File: src/rtl/pong_timing_pkg.sv
// Shared timing types and constants for the pong tick scheduler: phase encoding,
// counter width, default divisors and the ball-period helper.
package pong_timing_pkg;

  localparam int unsigned CNT_W = 32;
  localparam int unsigned RED_W = CNT_W + 5;

  localparam int unsigned DEF_BALL_BASE_DIV  = 2000000;
  localparam int unsigned DEF_SPEED_STEP     = 250000;
  localparam int unsigned DEF_BALL_MIN_DIV   = 500000;
  localparam int unsigned DEF_HITS_PER_LEVEL = 4;
  localparam int unsigned DEF_MAX_LEVEL      = 6;
  localparam int unsigned DEF_PADDLE_DIV     = 1000000;
  localparam int unsigned DEF_SCAN_DIV       = 100000;
  localparam int unsigned DEF_SERVE_CYCLES   = 50000000;

  typedef enum logic [1:0] {
    PhIdle   = 2'd0,
    PhServe  = 2'd1,
    PhPlay   = 2'd2,
    PhPaused = 2'd3
  } phase_e;

  // max(base - lvl*step, min) without ever letting the subtraction wrap.
  function automatic logic [CNT_W-1:0] ball_period(input logic [CNT_W-1:0] base_div,
                                                   input logic [CNT_W-1:0] step,
                                                   input logic [CNT_W-1:0] min_div,
                                                   input logic [3:0]       lvl);
    logic [RED_W-1:0] red;
    red = RED_W'(lvl) * RED_W'(step);
    if (RED_W'(base_div) <= RED_W'(min_div) + red) begin
      return min_div;
    end
    return base_div - red[CNT_W-1:0];
  endfunction

endpackage

File: src/rtl/pong_tick_gen.sv
// Modulo counter with a runtime period and a registered one-cycle tick; the
// terminal test is >= so a period that shrinks mid-count fires on the next cycle.
module pong_tick_gen
  import pong_timing_pkg::*;
(
  input  logic             clk,
  input  logic             rst,
  input  logic             en,
  input  logic             clr,
  input  logic [CNT_W-1:0] period,
  output logic             tick
);

  logic [CNT_W-1:0] cnt_q;
  logic             tick_q;
  logic             terminal;

  assign terminal = cnt_q >= period - CNT_W'(1);
  assign tick     = tick_q;

  always_ff @(posedge clk or posedge rst) begin
    if (rst) begin
      cnt_q  <= '0;
      tick_q <= 1'b0;
    end else if (clr) begin
      cnt_q  <= '0;
      tick_q <= 1'b0;
    end else if (en) begin
      if (terminal) begin
        cnt_q  <= '0;
        tick_q <= 1'b1;
      end else begin
        cnt_q  <= cnt_q + CNT_W'(1);
        tick_q <= 1'b0;
      end
    end else begin
      tick_q <= 1'b0;
    end
  end

endmodule

File: src/rtl/pong_tick_scheduler.sv
// Game-phase FSM, serve delay and speed-level tracking driving three tick
// generators (ball, paddle, display scan) in the single clk domain.
module pong_tick_scheduler
  import pong_timing_pkg::*;
#(
  parameter int unsigned BALL_BASE_DIV  = DEF_BALL_BASE_DIV,
  parameter int unsigned SPEED_STEP     = DEF_SPEED_STEP,
  parameter int unsigned BALL_MIN_DIV   = DEF_BALL_MIN_DIV,
  parameter int unsigned HITS_PER_LEVEL = DEF_HITS_PER_LEVEL,
  parameter int unsigned MAX_LEVEL      = DEF_MAX_LEVEL,
  parameter int unsigned PADDLE_DIV     = DEF_PADDLE_DIV,
  parameter int unsigned SCAN_DIV       = DEF_SCAN_DIV,
  parameter int unsigned SERVE_CYCLES   = DEF_SERVE_CYCLES
) (
  input  logic       clk,
  input  logic       rst,
  input  logic       start,
  input  logic       pause_toggle,
  input  logic       hit,
  input  logic       miss,
  output logic       ball_tick,
  output logic       paddle_tick,
  output logic       scan_tick,
  output logic [3:0] level,
  output logic [1:0] phase
);

  phase_e           phase_q, phase_d;
  logic [CNT_W-1:0] serve_cnt_q;
  logic [CNT_W-1:0] hit_cnt_q;
  logic [3:0]       level_q;
  logic             hit_ok;
  logic             ball_en, ball_clr;
  logic             paddle_en, paddle_clr;
  logic             run_now, run_next;
  logic [CNT_W-1:0] ball_div;

  always_comb begin
    phase_d = phase_q;
    unique case (phase_q)
      PhIdle:   if (start) phase_d = PhServe;
      PhServe:  if (serve_cnt_q >= CNT_W'(SERVE_CYCLES - 1)) phase_d = PhPlay;
      PhPlay: begin
        if (miss) begin
          phase_d = PhServe;
        end else if (pause_toggle) begin
          phase_d = PhPaused;
        end
      end
      PhPaused: if (pause_toggle) phase_d = PhPlay;
    endcase
  end

  assign hit_ok = (phase_q == PhPlay) && hit && !miss;

  // A counter only advances on an edge that both starts and ends in a running
  // phase, so no tick can land in a cycle where its counter is stopped.
  assign run_now    = (phase_q == PhServe) || (phase_q == PhPlay);
  assign run_next   = (phase_d == PhServe) || (phase_d == PhPlay);
  assign paddle_en  = run_now && run_next;
  assign paddle_clr = (phase_q == PhIdle);
  assign ball_en    = (phase_q == PhPlay) && (phase_d == PhPlay);
  assign ball_clr   = (phase_q == PhIdle) || (phase_q == PhServe) ||
                      ((phase_q == PhPlay) && (phase_d == PhServe));

  assign ball_div = ball_period(CNT_W'(BALL_BASE_DIV), CNT_W'(SPEED_STEP),
                                CNT_W'(BALL_MIN_DIV), level_q);

  always_ff @(posedge clk or posedge rst) begin
    if (rst) begin
      phase_q     <= PhIdle;
      serve_cnt_q <= '0;
      hit_cnt_q   <= '0;
      level_q     <= '0;
    end else begin
      phase_q <= phase_d;
      if ((phase_q == PhServe) && (phase_d == PhServe)) begin
        serve_cnt_q <= serve_cnt_q + CNT_W'(1);
      end else begin
        serve_cnt_q <= '0;
      end
      if ((phase_q == PhPlay) && miss) begin
        hit_cnt_q <= '0;
        level_q   <= '0;
      end else if (hit_ok) begin
        if (hit_cnt_q >= CNT_W'(HITS_PER_LEVEL - 1)) begin
          hit_cnt_q <= '0;
          if (level_q < 4'(MAX_LEVEL)) begin
            level_q <= level_q + 4'd1;
          end
        end else begin
          hit_cnt_q <= hit_cnt_q + CNT_W'(1);
        end
      end
    end
  end

  assign level = level_q;
  assign phase = phase_q;

  pong_tick_gen u_ball (
    .clk    (clk),
    .rst    (rst),
    .en     (ball_en),
    .clr    (ball_clr),
    .period (ball_div),
    .tick   (ball_tick)
  );

  pong_tick_gen u_paddle (
    .clk    (clk),
    .rst    (rst),
    .en     (paddle_en),
    .clr    (paddle_clr),
    .period (CNT_W'(PADDLE_DIV)),
    .tick   (paddle_tick)
  );

  pong_tick_gen u_scan (
    .clk    (clk),
    .rst    (rst),
    .en     (1'b1),
    .clr    (1'b0),
    .period (CNT_W'(SCAN_DIV)),
    .tick   (scan_tick)
  );

endmodule

File: config.mk
export PLATFORM = sky130hd
export DESIGN_NAME = pong_tick_scheduler
export DESIGN_NICKNAME = d
export VERILOG_FILES = /design/src/rtl/pong_timing_pkg.sv /design/src/rtl/pong_tick_gen.sv /design/src/rtl/pong_tick_scheduler.sv
export SDC_FILE = /design/constraint.sdc
export NUM_CORES = 1
export LEC_CHECK = 0
export BUFFER_PORTS_ARGS = -buffer_cell sky130_fd_sc_hd__buf_2
export CORE_AREA = 2 2 167 120
export DETAILED_ROUTE_END_ITERATION = 12
export DIE_AREA = 0 0 169 122
export PLACE_DENSITY_LB_ADDON = 0.2
export SLEW_MARGIN = 30
export SYNTH_ARGS = -nofsm -noshare
export SYNTH_HDL_FRONTEND = slang
export SYNTH_SLANG_ARGS = --single-unit
File: constraint.sdc
create_clock -name clk -period 12.2 [get_ports clk]
set_input_delay 1.83 -clock clk [delete_from_list [all_inputs] [get_ports clk]]
set_output_delay 1.83 -clock clk [all_outputs]
set_load 0.02 [all_outputs]
==> flow_summary.toml, run 1 <==
[power]
clkPwrFrac = 0.371
leakagePower_nw = 5.12
p_per_area_nw_per_um2 = 131
switching_share = 0.325
intPower_mw = 0.997
p_sw_mw = 0.479
combPwrFrac = 0.229
ir_drop_uv = 103
p_seq_frac = 0.400
p_total_mw = 1.48

[floorplan]
die_h_um = 122
die_area_um2 = 20600
start_util = 0.536
core_um2 = 19300
die_w_um = 169
boundaryPins = 15
row_count = 43

[setup_path]
cp_max_fo = 48
crit_path_end_kind = "register"
criticalPathCategory = "reg -> reg"
critical_path.startpoint_type = "register"
crit_top_cell = "ha_1"
cpPeakStageDelay_ps = 840
critPathSlowestCell = "dfrtp_1"
worstPathArrival_ps = 9290
cp.required_ps = 12540

[logic_synthesis]
post-synth-top-count-cell = "dfrtp_1"
ys_seq_area_frac = 0.410
yosys_warnings = 0
netlist_top_cells_area = "dfrtp_1, ha_1, xor2_1"
synth_top_area_share = 0.410
synthFlopType = "dfrtp_1"
ys_top_cells_by_count = "dfrtp_1, nor2_1, nand2_1, o21ai_0, ha_1"
yosysUniqueCellTypes = 72
synth_seq_cells = 169
netlist_instances = 1121
synth-edff-count = 0
syn_avg_cell_area_um2 = 9.20
synth_top_area_cell = "dfrtp_1"
syn_area_um2 = 10300
synthArstFlopShare = 1.00

[grt]
grtUsageMet1 = 0.339
use_met3 = 0.0422
grt_first_pass_wirelength_um = 36200
grt_max_degree = 117
met2_usage = 0.292
grt_busiest_layer = "met1"
grt_usage = 0.216
grt_pass1_vias = 7343
globalRoute.totalOverflow = 0
antenna_found_initial = 0

[routing]
detail_route.first_pass.iterations = 5
final_antenna_net_count = 0
drc = 0
drt_iter0_drc = 639
wl_per_cell_um = 15.2
viasPerCell = 5.75
vias = 8044
routed_wirelength_um = 21200

[sta]
fmax_mhz = 112
fin_skew_ps = 8.00
worst_pin_slew_ps = 823
fin_crit_sh = 0.734
finalHoldViolCount = 0
slew_viol_final = 0
setup_viol = 0
rsz0062_at_grt = "false"
setup_tns_ps = 0
holdWs_ps = 468
slew_headroom = 0.451
min_period_ps = 8950

[layout]
fillers = 1686
num-nets-final = 1212
antenna_cells = 0
syn2layout_area_growth_pct = 8.97
drive_gt1_frac = 0.0721

[outcome]
status = "finished, final reports clean"

[place]
port_buffers = 14
dpl.hpwl_um = 14700
place_congestion = 0.849

[clock_network]
cts_setup_buffers = 0
cts_sinks = 169
postCtsHoldBufs = 0
h-tree-depth = 4
insertion_delay_ps = 450
cts_tree = "done"
cts_buffer_depth = 2
path_clk_slew_ps = 70
cts_buffers = 17
cts_root_buf = "clkbuf_16"
ctsResizeCount = 0

[worst_hold_path]
hp-class = "reg -> reg"

[run]
drv_cap = 0
per-layer routing:
metal  up-vias  part of all wire
met1      3857              0.54
li1       4022                 -
met5         -                 0
met4         0             0.019
met2       135              0.40
met3        30             0.040
worst max-delay path: cells and delay by family, from the launching register on:
family                   cells  cell delay [ps]
AO/OA/AOI/OAI                9             2290
flip-flops                   1              840
XOR/XNOR                     2              840
buffers and inverters        2              370
adder cells (fa/ha/maj)      5             2030
AND/OR/NAND/NOR              9             2470
cell families (layout without fill, tap and decap cells):
group	after synthesis	after routing	synth area share
AO/OA/AOI/OAI	233	233	0.142
XOR/XNOR	98	98	0.0839
adder cells (fa/ha/maj)	69	69	0.0871
buffers and inverters	70	86	0.0291
flip-flops	169	169	0.410
multiplexers	7	7	0.00752
other	1	15	0.000363
AND/OR/NAND/NOR	474	474	0.240
power by group through the flow:
stage	combinational [mW]	clock, mW	sequential (mW)
after floorplan	0.261	0	0.598
after global placement	0.330	0	0.600
after detailed placement	0.333	0	0.601
after CTS	0.336	0.559	0.591
after global routing	0.384	0.577	0.593
final	0.339	0.547	0.591
layout by cell type, fill, tap and decap left out, types with 21 or more instances in the layout:
cell type	Yosys	routed
nand4_1	30	30
nand2_1	103	102
nor3_1	21	21
a21o_1	23	23
nand3_1	53	53
xor2_1	54	54
xnor2_1	43	43
o21ai_0	85	85
nor4_1	25	25
inv_1	33	32
dfrtp_1	169	169
nor2_1	110	110
and3_1	32	32
a21oi_1	38	38
ha_1	63	63
and2_1	31	31
through the flow:
stage	area [um^2]	util	instances	setup slack [ps]
floorplan	10400	-	1135	5140
global placement	10600	0.552	1365	3850
detailed placement	10600	0.552	1365	3370
CTS	11200	0.583	1397	3330
global route	11200	0.584	1398	2530
finish	11200	0.584	1398	3250
area by class of cell:
| type | count | area (um^2) | share of cell area |
|---|---|---|---|
| Multi-Input combinational cell | 896 | 5860 | 0.522 |
| Sequential cell | 169 | 4230 | 0.376 |
| Clock buffer | 19 | 443 | 0.0394 |
| Tap cell | 247 | 309 | 0.0275 |
| Clock inverter | 13 | 144 | 0.0128 |
| Inverter | 33 | 131 | 0.0117 |
| Timing Repair Buffer | 21 | 123 | 0.0109 |
flip-flops by register name (all words and copies together) (netlist names):
register and flops:
u_paddle.tick 1, level 4, phase 2, u_ball.cnt_q 32, u_scan.cnt_q 32, hit_cnt_q 32
u_scan.tick 1, u_paddle.cnt_q 32, serve_cnt_q 32, u_ball.tick 1
final timing paths:
kind / start / end / slack (ps) / cells past startpoint
worst max-delay path: level[1] / u_ball.cnt_q[29] / 3250 / 27
worst min-delay path: serve_cnt_q[0] / serve_cnt_q[0] / 470 / 1
worst min register to register: serve_cnt_q[0] / serve_cnt_q[0] / 470 / 1
worst max register to register: level[1] / u_ball.cnt_q[29] / 3250 / 27
min in group asynchronous: rst / u_scan.tick / 1520 / 2
max in group asynchronous: rst / hit_cnt_q[8] / 9420 / 3
(Power assumes the default switching activity.)
==> inputs of run 2 (changes only) <==
Clock period 12.2 ns to 7.3 ns, I/O delays scaled along.
==> run 2 against run 1 <==
Effect of this change: count of clock-buffer cells in the layout is 2 lower; sequential cell count unchanged; worst hold slack lost 12 ps; worst setup slack worse by 2800 ps; fmax rose by 31%; register-to-register slack got worse by 2800 ps; power is 66% higher; clock skew increased by 11 ps; sequential share of layout area decreased by 0.63 points; clock power increased by 61%; largest cell class unchanged; die area unchanged; largest power group unchanged.
==> flow_summary.toml, run 2 (synthesis results as in run 1) <==
[outcome]
status = "finished, final reports clean"

[floorplan]
core_um2 = 19300
die_h_um = 122
die_w_um = 169
start_util = 0.536
row_count = 43
die_area_um2 = 20600
boundaryPins = 15

[grt]
grt_usage = 0.218
grt_pass1_vias = 7246
antenna_found_initial = 0
grt_first_pass_wirelength_um = 36500
grt_max_degree = 92
globalRoute.totalOverflow = 0

[clock_network]
insertion_delay_ps = 440
cts_buffer_depth = 2
cts_sinks = 169
postCtsHoldBufs = 0
path_clk_slew_ps = 70
cts_buffers = 17
cts_tree = "done"
cts_root_buf = "clkbuf_16"
h-tree-depth = 4

[sta]
slew_viol_final = 0
fmax_mhz = 146
fin_crit_sh = 0.938
worst_pin_slew_ps = 806
fin_skew_ps = 19.1
setup_viol = 0
finalHoldViolCount = 0
min_period_ps = 6850
slew_headroom = 0.462

[power]
leakagePower_nw = 5.21
p_total_mw = 2.46
p_per_area_nw_per_um2 = 215
ir_drop_uv = 165

[place]
place_congestion = 0.865
dpl.hpwl_um = 14900
port_buffers = 14

[routing]
routed_wirelength_um = 21800
final_antenna_net_count = 0
detail_route.first_pass.iterations = 5
drc = 0
drt_iter0_drc = 651
viasPerCell = 5.71
wl_per_cell_um = 15.4
vias = 8084

[worst_hold_path]
hp-class = "reg -> reg"

[setup_path]
cp.required_ps = 7620
cpPeakStageDelay_ps = 590
criticalPathCategory = "reg -> reg"
critPathSlowestCell = "fa_1"
critical_path.startpoint_type = "register"
worstPathArrival_ps = 7170
crit_path_end_kind = "register"
cp_max_fo = 24

[layout]
post-route-util = 0.594
antenna_cells = 0
syn2layout_area_growth_pct = 10.9
num-nets-final = 1230
drive_gt1_frac = 0.0958
final_common_cell = "dfrtp_1"
mostFrequentLayoutCells = "dfrtp_1, nor2_1, nand2_1"

[run]
drv_cap = 0
run 2: changes by cell type in the layout (fill, tap and decap cells not counted), sizes merged:
cell	before	now
bufinv	2	0
inv	36	41
buf	21	36
clkbuf	19	17
or3	12	15
clkinvlp	2	1
run 2: final cells by class:
class	instances	area (um^2)
multi-input combinational	899	5950
inverter	33	129
clock inverter	15	154
fill	1668	7820
clock buffer	17	425
tap	247	309
sequential	169	4230
timing repair buffer	36	239
run 2: per-stage QoR:
step	hold slack, ps	TNS, ps	std cells	instance area, um^2	setup slack (ps)
global placement	452	0	1378	10700	328
CTS	462	0	1412	11300	89.8
floorplan	433	0	1135	10400	236
global route	500	-123	1416	11400	-26.8
finish	457	0	1416	11400	452
detailed placement	453	-694	1379	10800	-70.2
run 2: final timing paths:
kind	from	endpoint	slack, ps	cells past startpoint
hold reg to reg	serve_cnt_q[0]	serve_cnt_q[0]	460	1
setup reg to reg	level[1]	u_ball.cnt_q[13]	450	28
hold / removal	serve_cnt_q[0]	serve_cnt_q[0]	460	1
setup / recovery	level[1]	u_ball.cnt_q[13]	450	28
min in group asynchronous	rst	u_scan.cnt_q[2]	800	2
max in group asynchronous	rst	level[1]	5250	3
run 2: layer usage:
layer  part of all wire  vias up  track usage  wire, um
met5                  0        -            0         0
met3              0.033       13       0.0448       714
met2               0.41      111        0.300      9020
li1                   -     4069            -         -
met4             0.0080        0       0.0502       175
met1               0.54     3891        0.345     11800
run 2: worst max-delay path, delay by kind of cell (launching register included):
| family | cells | cell delay (ps) |
|---|---|---|
| adders and majority gates | 5 | 1980 |
| and+or+nand+nor | 12 | 2250 |
| buffers and inverters | 3 | 280 |
| AOI/OAI and AO/OA | 5 | 1080 |
| xor gates and xnor gates | 3 | 670 |
| DFF | 1 | 470 |
run 2: where the power goes:
part / switching, mW / internal, mW
Clock: 0.428 / 0.455
Sequential: 0.0216 / 0.956
Combinational: 0.392 / 0.204
Total: 0.842 / 1.62
run 2: what timing repair did:
action                     CTS  global route
pin swaps                    1             3
buffers inserted             0             2
cloned                       1             2
setup endpoints to repair   27            33
resized for setup            2            14
==> inputs of run 3 (changes only) <==
Settings changed: CORE_AREA 2 2 167 120 to 2 2 175 126, DIE_AREA 0 0 169 122 to 0 0 177 128.
==> run 3 against run 2 <==
Effect of this change: sequential power about the same; routed wire length down 0.62%; clock skew about the same; cell area up 0.81%.
==> flow_summary.toml, run 3 (synthesis results as in run 1) <==
[layout]
mostFrequentLayoutCells = "dfrtp_1, nor2_1, nand2_1"
finalNonFillerCells = 1457
design_area_um2 = 11500
post-route-util = 0.546
syn2layout_area_growth_pct = 11.8
num-nets-final = 1236
multi_input_area_um2 = 5940
fillers = 1914
drive_gt1_frac = 0.0970
final_common_cell = "dfrtp_1"
antenna_cells = 0
layout.area.seq_um2 = 4230

[setup_path]
critical_path.startpoint_type = "register"
cpPeakStageDelay_ps = 580
r2r_cells = 31
worstPathArrival_ps = 7220
r2r-start = "level[1]"
r2r-end = "u_ball.cnt_q[26]"
crit_path_end_kind = "register"
criticalPathCategory = "reg -> reg"
r2r_setup_slack_ps = 470
cp_max_fo = 24
cp.required_ps = 7690
crit_path_start = "level[1]"
crit_top_cell = "a21o_1"
critPathSlowestCell = "fa_1"

[sta]
slew_headroom = 0.513
setup_viol = 0
setup_tns_ps = 0
finalHoldViolCount = 0
min_period_ps = 6830
worst_pin_slew_ps = 728
fin_skew_ps = 19.6
slew_viol_final = 0
fin_crit_sh = 0.935
fmax_mhz = 146

[routing]
viasPerCell = 5.51
vias = 8022
drc = 0
drt_iter0_drc = 598
routed_wirelength_um = 21600
final_antenna_net_count = 0
wl_per_cell_um = 14.8
detail_route.first_pass.iterations = 5

[clock_network]
postCtsHoldBufs = 0
cts_sinks = 169
cts_buffers = 17
insertion_delay_ps = 440
path_clk_slew_ps = 80
h-tree-depth = 4
cts_tree = "done"
cts_root_buf = "clkbuf_16"
cts_buffer_depth = 2

[outcome]
status = "finished, final reports clean"

[grt]
globalRoute.totalOverflow = 0
grt_pass1_vias = 7472
grt_max_degree = 68
use_met3 = 0.0406
grt_usage = 0.203
grtUsageMet1 = 0.323
grt_busiest_layer = "met1"
met2_usage = 0.277
grt_first_pass_wirelength_um = 37300
antenna_found_initial = 0

[place]
placed_area_um2 = 10800
dpl.hpwl_um = 14900
place_congestion = 0.801
placed_cells = 1416
port_buffers = 14

[worst_hold_path]
hold_end = "serve_cnt_q[0]"
hp-class = "reg -> reg"
hp-start = "serve_cnt_q[0]"
hold_depth = 1

[floorplan]
row_count = 45
die_area_um2 = 22700
boundaryPins = 15
die_w_um = 177
start_util = 0.489
core_um2 = 21100
die_h_um = 128

[run]
drv_cap = 0

[power]
ir_drop_uv = 143
p_per_area_nw_per_um2 = 215
leakagePower_nw = 5.24
## run 3: final cells by class
type | count | share of cell area
clock buffers | 18 | 0.0381
clock inverters | 14 | 0.0148
inverters | 33 | 0.0112
multi-input cells | 899 | 0.515
flip-flops and latches | 169 | 0.367
well taps | 282 | 0.0306
repair buffers | 42 | 0.0241
## run 3: worst max-delay path: cells and delay by family, from the launching register on
| kind | cells | cell delay, ps |
|---|---|---|
| multiplexers | 1 | 260 |
| AO/OA/AOI/OAI | 11 | 2070 |
| AND/OR/NAND/NOR | 7 | 1450 |
| adder cells (fa/ha/maj) | 5 | 1680 |
| XOR/XNOR | 3 | 440 |
| buffers and inverters | 4 | 450 |
| flip-flops | 1 | 420 |
## run 3: how the worst max path moves through the flow
stage | endpoint | slack (ps) | cells past startpoint
6_report | u_ball.cnt_q[26] | 470 | 31
5_1_grt | u_ball.cnt_q[29] | -10 | 27
4_1_cts | u_ball.cnt_q[13] | 60 | 28
3_5_place_dp | u_ball.cnt_q[13] | -40 | 29
3_3_place_gp | u_ball.cnt_q[25] | 340 | 28
2_1_floorplan | u_ball.cnt_q[12] | 240 | 29
## run 3: metrics by stage
step | hold slack, ps | setup slack, ps | total power, mW
after floorplan | 433 | 236 | 1.44
after global placement | 450 | 343 | 1.57
after detailed placement | 472 | -38.9 | 1.58
after CTS | 480 | 57.3 | 2.51
after global routing | 498 | -9.64 | 2.64
final | 471 | 472 | 2.49
## run 3: where the power goes
part | switching [mW] | internal (mW) | total, mW
sequential | 0.0228 | 0.956 | 0.979
clock | 0.440 | 0.474 | 0.915
combinational | 0.389 | 0.203 | 0.592
## run 3: metal layers
metal | share of wire | vias to the layer above | routed length (um)
met5 | 0 | - | 0
met4 | 0.0086 | 0 | 185
met3 | 0.035 | 15 | 747
met2 | 0.41 | 117 | 8830
met1 | 0.55 | 3809 | 11900
li1 | - | 4081 | -
## run 3: timing repair
item / CTS / global route
gates cloned: 1 / 2
pin swaps: 1 / 2
gates resized for setup: 1 / 10
buffers inserted: 0 / 6
endpoints found under the setup margin: 15 / 33
